File: src/rtl/spm_serial_seq.sv
// rtl/spm_serial_seq.sv - operand sequencer and product deserialiser for the serial-parallel multiplier array
module spm_serial_seq #(
    parameter int WIDTH   = 32,
    parameter int SPM_LAT = 1,
    parameter bit SIGNED  = 1'b1
) (
    input  logic                 clk,
    input  logic                 rst,
    input  logic                 in_valid,
    output logic                 in_ready,
    input  logic [WIDTH-1:0]     in_x,
    input  logic [WIDTH-1:0]     in_y,
    output logic [WIDTH-1:0]     spm_x,
    output logic                 spm_y,
    output logic                 spm_clr,
    input  logic                 spm_p,
    output logic                 out_valid,
    input  logic                 out_ready,
    output logic [2*WIDTH-1:0]   out_prod
);
    localparam int RUN_CYCLES = 2*WIDTH + SPM_LAT;
    localparam int CW = $clog2(RUN_CYCLES + 1);
    localparam int IW = (WIDTH > 1) ? $clog2(WIDTH) : 1;
    localparam logic [CW-1:0] CNT_LAST = CW'(RUN_CYCLES - 1);

    typedef enum logic [1:0] {IDLE, CLEAR, RUN, DONE} state_t;

    state_t           state;
    logic [CW-1:0]    cnt;
    logic [CW-1:0]    cnt_next;
    logic [WIDTH-1:0] y_reg;
    logic             cap_en;

    // Multiplier bit presented during RUN count n: y itself, then its extension, then zeros
    function automatic logic y_bit(input logic [WIDTH-1:0] y, input logic [CW-1:0] n);
        if (int'(n) < WIDTH)
            return y[n[IW-1:0]];
        else if (int'(n) < 2*WIDTH)
            return SIGNED & y[WIDTH-1];
        else
            return 1'b0;
    endfunction

    assign cnt_next = cnt + CW'(1);
    assign cap_en   = (int'(cnt) >= SPM_LAT);

    always_ff @(posedge clk) begin
        if (!rst) begin
            state     <= IDLE;
            cnt       <= '0;
            y_reg     <= '0;
            spm_x     <= '0;
            spm_y     <= 1'b0;
            spm_clr   <= 1'b0;
            in_ready  <= 1'b1;
            out_valid <= 1'b0;
            out_prod  <= '0;
        end else begin
            case (state)
                IDLE: begin
                    if (in_valid && in_ready) begin
                        spm_x    <= in_x;
                        y_reg    <= in_y;
                        spm_clr  <= 1'b1;
                        spm_y    <= 1'b0;
                        in_ready <= 1'b0;
                        state    <= CLEAR;
                    end
                end
                CLEAR: begin
                    spm_clr <= 1'b0;
                    cnt     <= '0;
                    spm_y   <= y_bit(y_reg, '0);
                    state   <= RUN;
                end
                RUN: begin
                    // Product bits arrive SPM_LAT cycles behind their y bit; shift in at the MSB
                    if (cap_en)
                        out_prod <= {spm_p, out_prod[2*WIDTH-1:1]};
                    if (cnt == CNT_LAST) begin
                        spm_y     <= 1'b0;
                        out_valid <= 1'b1;
                        state     <= DONE;
                    end else begin
                        cnt   <= cnt_next;
                        spm_y <= y_bit(y_reg, cnt_next);
                    end
                end
                DONE: begin
                    if (out_ready) begin
                        out_valid <= 1'b0;
                        in_ready  <= 1'b1;
                        state     <= IDLE;
                    end
                end
                default: state <= IDLE;
            endcase
        end
    end
endmodule

File: config.mk
export PLATFORM = sky130hd
export DESIGN_NAME = spm_serial_seq
export DESIGN_NICKNAME = d
export VERILOG_FILES = /design/src/rtl/spm_serial_seq.sv
export SDC_FILE = /design/constraint.sdc
export NUM_CORES = 1
export LEC_CHECK = 0
export BUFFER_PORTS_ARGS = -buffer_cell sky130_fd_sc_hd__buf_2
export CORE_MARGIN = 4
export CORE_UTILIZATION = 47
export DETAILED_ROUTE_END_ITERATION = 7
export PLACE_DENSITY_LB_ADDON = 0.15
export SYNTH_ARGS = -nofsm -noshare
export SYNTH_HDL_FRONTEND = slang
export SYNTH_SLANG_ARGS = --single-unit
File: constraint.sdc
create_clock -name clk -period 2.32 [get_ports clk]
set_clock_uncertainty 0.1 [all_clocks]
set_input_delay 0.58 -clock clk [delete_from_list [all_inputs] [get_ports clk]]
set_output_delay 0.58 -clock clk [all_outputs]
set_load 0.02 [all_outputs]
* Word-level counts from Yosys, hierarchy flattened
Cells that the tools add are included.
** Operators by class
- Reductions and logical operators :: 15
- Order comparisons :: 4
- Equality and inequality tests :: 8
- Multiplexer cells :: 20
- Add/sub/neg operators :: 1
** Operators with widths (count)
- $pmux 7 s2 :: 1
- $reduce_and 2->1 :: 5
- $mux 1 :: 9
- $reduce_and 3->1 :: 3
- $ne 2x2->1 const B :: 4
- $pmux 2 s4 :: 1
- $reduce_bool 2->1 :: 4
- $add 7x1->7 const B :: 1
- $eq 7x7->1 const B :: 1
- $ge 7x1->1 const B :: 1
- $lt 7x6->1 const B :: 1
- $lt 7x7->1 const B :: 1
- $mux 7 :: 1
- $lt 5x6->1 const B :: 1
- $mux 2 :: 3
- $pmux 1 s2 :: 3
- $bmux 1 s5 :: 1
- $eq 2x2->1 const B :: 2
- $pmux 1 s3 :: 1
- $reduce_bool 3->1 :: 1
- $eq 2x1->1 const B :: 1
- $logic_not 2->1 :: 1
- $logic_and 1x1->1 :: 1
** Storage, ports and cells
- Bits in registers :: 141
- Input port bits :: 69
- Output and inout bits :: 100
- Logic and storage cells :: 57

* Longest topological paths before layout
- Depth after elaboration :: 6
- Depth in mapped cells :: 9
- Gate-level depth less buffers :: 7

* Worst setup path before layout
No wires, ideal clock.
- Kind :: reg-to-reg
- Start point :: reg cnt[0]
- End point :: reg spm_y
- Stages on the path, launching flop included :: 10
- Data arrival time :: 2186 ps
- Library setup time :: 128 ps
- Slack :: -94 ps
- Data required time :: 2092 ps
- Path buffers :: 2
- Period minus slack after synthesis :: 2414 ps
- Cell sequence :: dfxtp_1 buf_2 inv_1 ha_1 buf_2 mux4_2 mux2i_1 nor2_1 a311oi_1 o32ai_1
** On the way
- Longest elaborated chain between the ends :: 6
- Elaborated cells between the ends (all ways) :: 10
- Those cells by class :: add/sub: 1; order compare: 2; eq/ne: 1; mux: 6
** RTL lines
- from (decl) :: RTL line 29 : logic [CW-1:0] cnt;
- from (signal assigned) :: RTL line 85 : cnt <= cnt_next;
- $add 7x1->7 :: RTL line 44 : assign cnt_next = cnt + CW'(1);
- $lt 7x7->1 / $bmux 1 s5 (equally long branches) :: RTL line 38, 37
- $mux 1 (on tied branches) :: RTL line 38, 37
- $mux 1 :: RTL line 36 : if (int'(n) < WIDTH)
- $mux 1 (*) :: RTL line 80 : if (cnt == CNT_LAST) begin
- $pmux 1 s3 (*) :: RTL line 59 : case (state)
- to (signal assigned) :: RTL line 73 : spm_y <= y_bit(y_reg, '0);
- to (signal assigned) :: RTL line 86 : spm_y <= y_bit(y_reg, cnt_next);
- to (decl) :: RTL line 14 : output logic spm_y,
Every way passes the cells marked *; elsewhere a longest branch is shown, timed or not. The select of a mux whose other input is x is not followed.
A chain may end at the register's enable or synchronous reset.

* Worst setup path after layout
Same ends and word-level chain as after synthesis.

==> results_dict.tcl <==
set metrics [dict create \
    ioPinCount 169 \
    synthArstFlopShare_pct 0 \
    synth_area_leader_cell "dfxtp_1" \
    synth_most_common_cell "nand2_1" \
    critPathKind "flip-flop to flip-flop" \
    hold_violations 0 \
    seqPwrFrac_pct 39.6 \
    synth-edff-count 0 \
    grt_pass1_wl_um 22000 \
    slew_headroom_pct 57.1 \
    cts_buffers 17 \
    grt_max_degree 66 \
    syn_nets 758 \
    avgRoutedWirePerCell_um 13.2 \
    timing.rr.end "spm_y$_SDFFE_PN0P_" \
    synth_cells 681 \
    combinationalPowerShare_pct 21.6 \
    antenna_found_initial 1 \
    vdd_drop_max_uv 540 \
    drc 0 \
    max_stage_delay_ns 0.49 \
    synthMuxAreaShare_pct 3.52 \
    hp-class "input port to flip-flop" \
    die_height_um 119 \
    sw_frac_of_total_pct 30.1 \
    antenna_cells 0 \
    ant_nets 0 \
    critical_path.startpoint_type "flip-flop" \
    fin_area_um2 7420 \
    synth_compound_area_share_pct 19.9 \
    hold_slack_ns 0.312 \
    switchingPower_w 0.00212 \
    crit_path_max_fanout 8 \
    cp.depth 8 \
    crit_end "spm_y$_SDFFE_PN0P_" \
    setup.worst_path.start "cnt[0]$_SDFFE_PN0P_" \
    die-area_um2 14200 \
    slowest_stage "mux4_2" \
    critPathRequiredTime_ns 2.50 \
    timing.rr.start "cnt[0]$_SDFFE_PN0P_" \
    fmax_mhz 462 \
    ys_seq_area_share_pct 48.5 \
    drt-pass1-iter-count 4 \
    tns_ns 0 \
    finalWeightedCongestion 0.775 \
    drv_cap 0 \
    initialDrtViolationCount 293 \
    syn2layout_area_growth_pct 27.5 \
    met3_usage_pct 6.74 \
    ys.flop_type "dfxtp_1" \
    arrival_ns 2.35 \
    largest_reg_flops 64 \
    viasPerCell 4.93 \
    grt_util_met2_pct 30.3 \
    syn_area_per_cell_um2 8.55 \
    fin_crit_sh_pct 93.4 \
    p_leak_nw 3.09 \
    synth_top_family_by_area "simple AND/OR/NAND/NOR gates" \
    grt_pass1_vias 4713 \
    p_per_area_nw_per_um2 951 \
    p_int_w 0.00494 \
    cts_tree "built" \
    min_period_ns 2.17 \
    routed_wl_um 13500 \
    clk_pin_slew_ns 0.06 \
    setup_viol 0 \
    synth.area.top_cells "dfxtp_1, nand2_1, a21boi_0, a21boi_1, mux4_2" \
    place_area_um2 6800 \
    outcome "complete, no violations" \
    globalRouteOverflowTotal 0 \
    worst_pin_slew_ns 0.644 \
    synth_xor_area_share_pct 1.07 \
    synth-seq-cells 141 \
    synth_fa_ha_area_share_pct 1.72 \
    grtUsageMet1_pct 22.8 \
    final_util_pct 61.5 \
    n_fill_cell 1081 \
    cp-end-kind "flip-flop" \
    vias 5012 \
    initial_core_util_pct 48.3 \
    synth_cell_types 38 \
    hpwl_um 9460 \
    drv_slew 0 \
    cts_buffer_depth 2 \
    crit_family "multiplexers" \
    htreeDepth 4 \
    port_buffers 168 \
    worst_r2r_path_depth 8 \
    rows 40 \
    cp_cell_sequence "inv_1, ha_4, buf_4, mux4_2, mux2i_1, nand3_1, nand4b_1, o32ai_1" \
    fp.dieW_um 119 \
    layout-drive-gt1-share_pct 27.0 \
    r2r_slack_ns 0.15 \
    cts_root_buffer "clkbuf_16" \
    numClockSinks 141 \
    synth_commonest_cells "nand2_1, dfxtp_1, a21boi_0" \
    ys_warn_count 0 \
    hp-start "spm_p" \
    cp.buffers_inverters 2 \
    clkPwrFrac_pct 38.9 \
    fin_nets 913 \
    rsz0062_at_grt "false" \
    ctsHoldBuffers 0 \
    synth-simple-area-share_pct 20.9 \
    busiest_layer "met2" \
    yosys.area.top_type_share_pct 48.5 \
    core_area_um2 12100 \
    mappedNetlistArea_um2 5820 \
    track_usage_pct 18.7 \
    clk-insertion-delay-late_ns 0.41 \
]
-- cell type report --
type / count / area (um^2) / area share [%]
multi-input combinational: 485 / 2760 / 37.2
clock inverter: 14 / 168 / 2.26
clock buffer: 18 / 439 / 5.92
timing repair buffer: 182 / 986 / 13.3
sequential: 141 / 2820 / 38.0
inverter: 9 / 33.8 / 0.455
tap: 168 / 210 / 2.83
-- cells in the final DEF, fill, tap and decap left out, types with 2 or more instances in the layout --
cell type,netlist,final
bufinv_16,0,3
o21ai_0,6,6
clkinv_2,0,4
or3_1,2,2
o32ai_1,4,4
a22oi_1,2,2
inv_6,0,2
mux2i_1,7,7
nor2_1,9,9
clkinv_4,0,2
nand2_1,266,266
a21oi_1,4,4
a21boi_1,60,60
buf_2,4,167
nand2b_1,2,2
clkinvlp_4,0,3
buf_12,0,3
nor2b_1,3,3
a21boi_0,70,70
xnor2_1,4,4
and2_1,7,7
dfxtp_1,141,140
ha_1,8,7
inv_1,9,9
mux4_2,6,6
buf_4,0,12
clkbuf_16,0,17
nand3_1,8,7
-- cells by family (layout without fill, tap and decap cells) --
logic type               Yosys count  count (layout)
buffers and inverters             55             223
AO/OA/AOI/OAI                    155             155
XOR/XNOR                           5               5
multiplexers                      13              13
flip-flops                       141             141
adder cells (fa/ha/maj)            8               8
AND/OR/NAND/NOR                  304             304
-- tightest hold or removal path, delay by kind of cell --
kind,cells,cell delay [ns]
compound gates,1,0.05
buf+inv,1,0.10
simple gates,1,0.04
-- metal layers --
| metal | vias up | routed length (um) |
|---|---|---|
| met1 | 2282 | 5880 |
| met5 | - | 7 |
| met3 | 22 | 1000 |
| li1 | 2549 | - |
| met4 | 2 | 260 |
| met2 | 157 | 6300 |
-- stage by stage --
step	total power, W	instances	setup WS [ns]
finish	0.00706	1017	0.154
global route	0.00747	1017	0.0242
CTS	0.00713	1017	0.0159
detailed placement	0.00436	985	0.0263
global placement	0.00432	985	0.120
floorplan	0.00390	681	0.0110
-- worst min-delay path by stage --
stage / endpoint / slack, ns / depth (start not counted)
detailed placement: out_prod[0]$_SDFFE_PN0P_ / 0.35 / 2
global route: spm_x[23]$_SDFFE_PN0P_ / 0.30 / 3
finish: out_prod[63]$_SDFFE_PN0P_ / 0.31 / 3
global placement: out_prod[0]$_SDFFE_PN0P_ / 0.34 / 2
floorplan: y_reg[12]$_SDFFE_PN0P_ / 0.34 / 2
CTS: spm_x[12]$_SDFFE_PN0P_ / 0.29 / 3
-- power groups by stage --
stage                     Combinational [W]  Sequential (W)  Clock [W]
after CTS                           0.00152         0.00279    0.00281
after global placement              0.00148         0.00284          0
after detailed placement            0.00152         0.00284          0
final                               0.00152         0.00279    0.00274
after global routing                0.00171         0.00282    0.00293
after floorplan                    0.000961         0.00294          0
-- what timing repair did --
action                     CTS  global route
setup endpoints to repair    0             1
gates resized for setup      0             2
buffers inserted             0             0
Note: power is estimated with default switching activity, not from simulation.
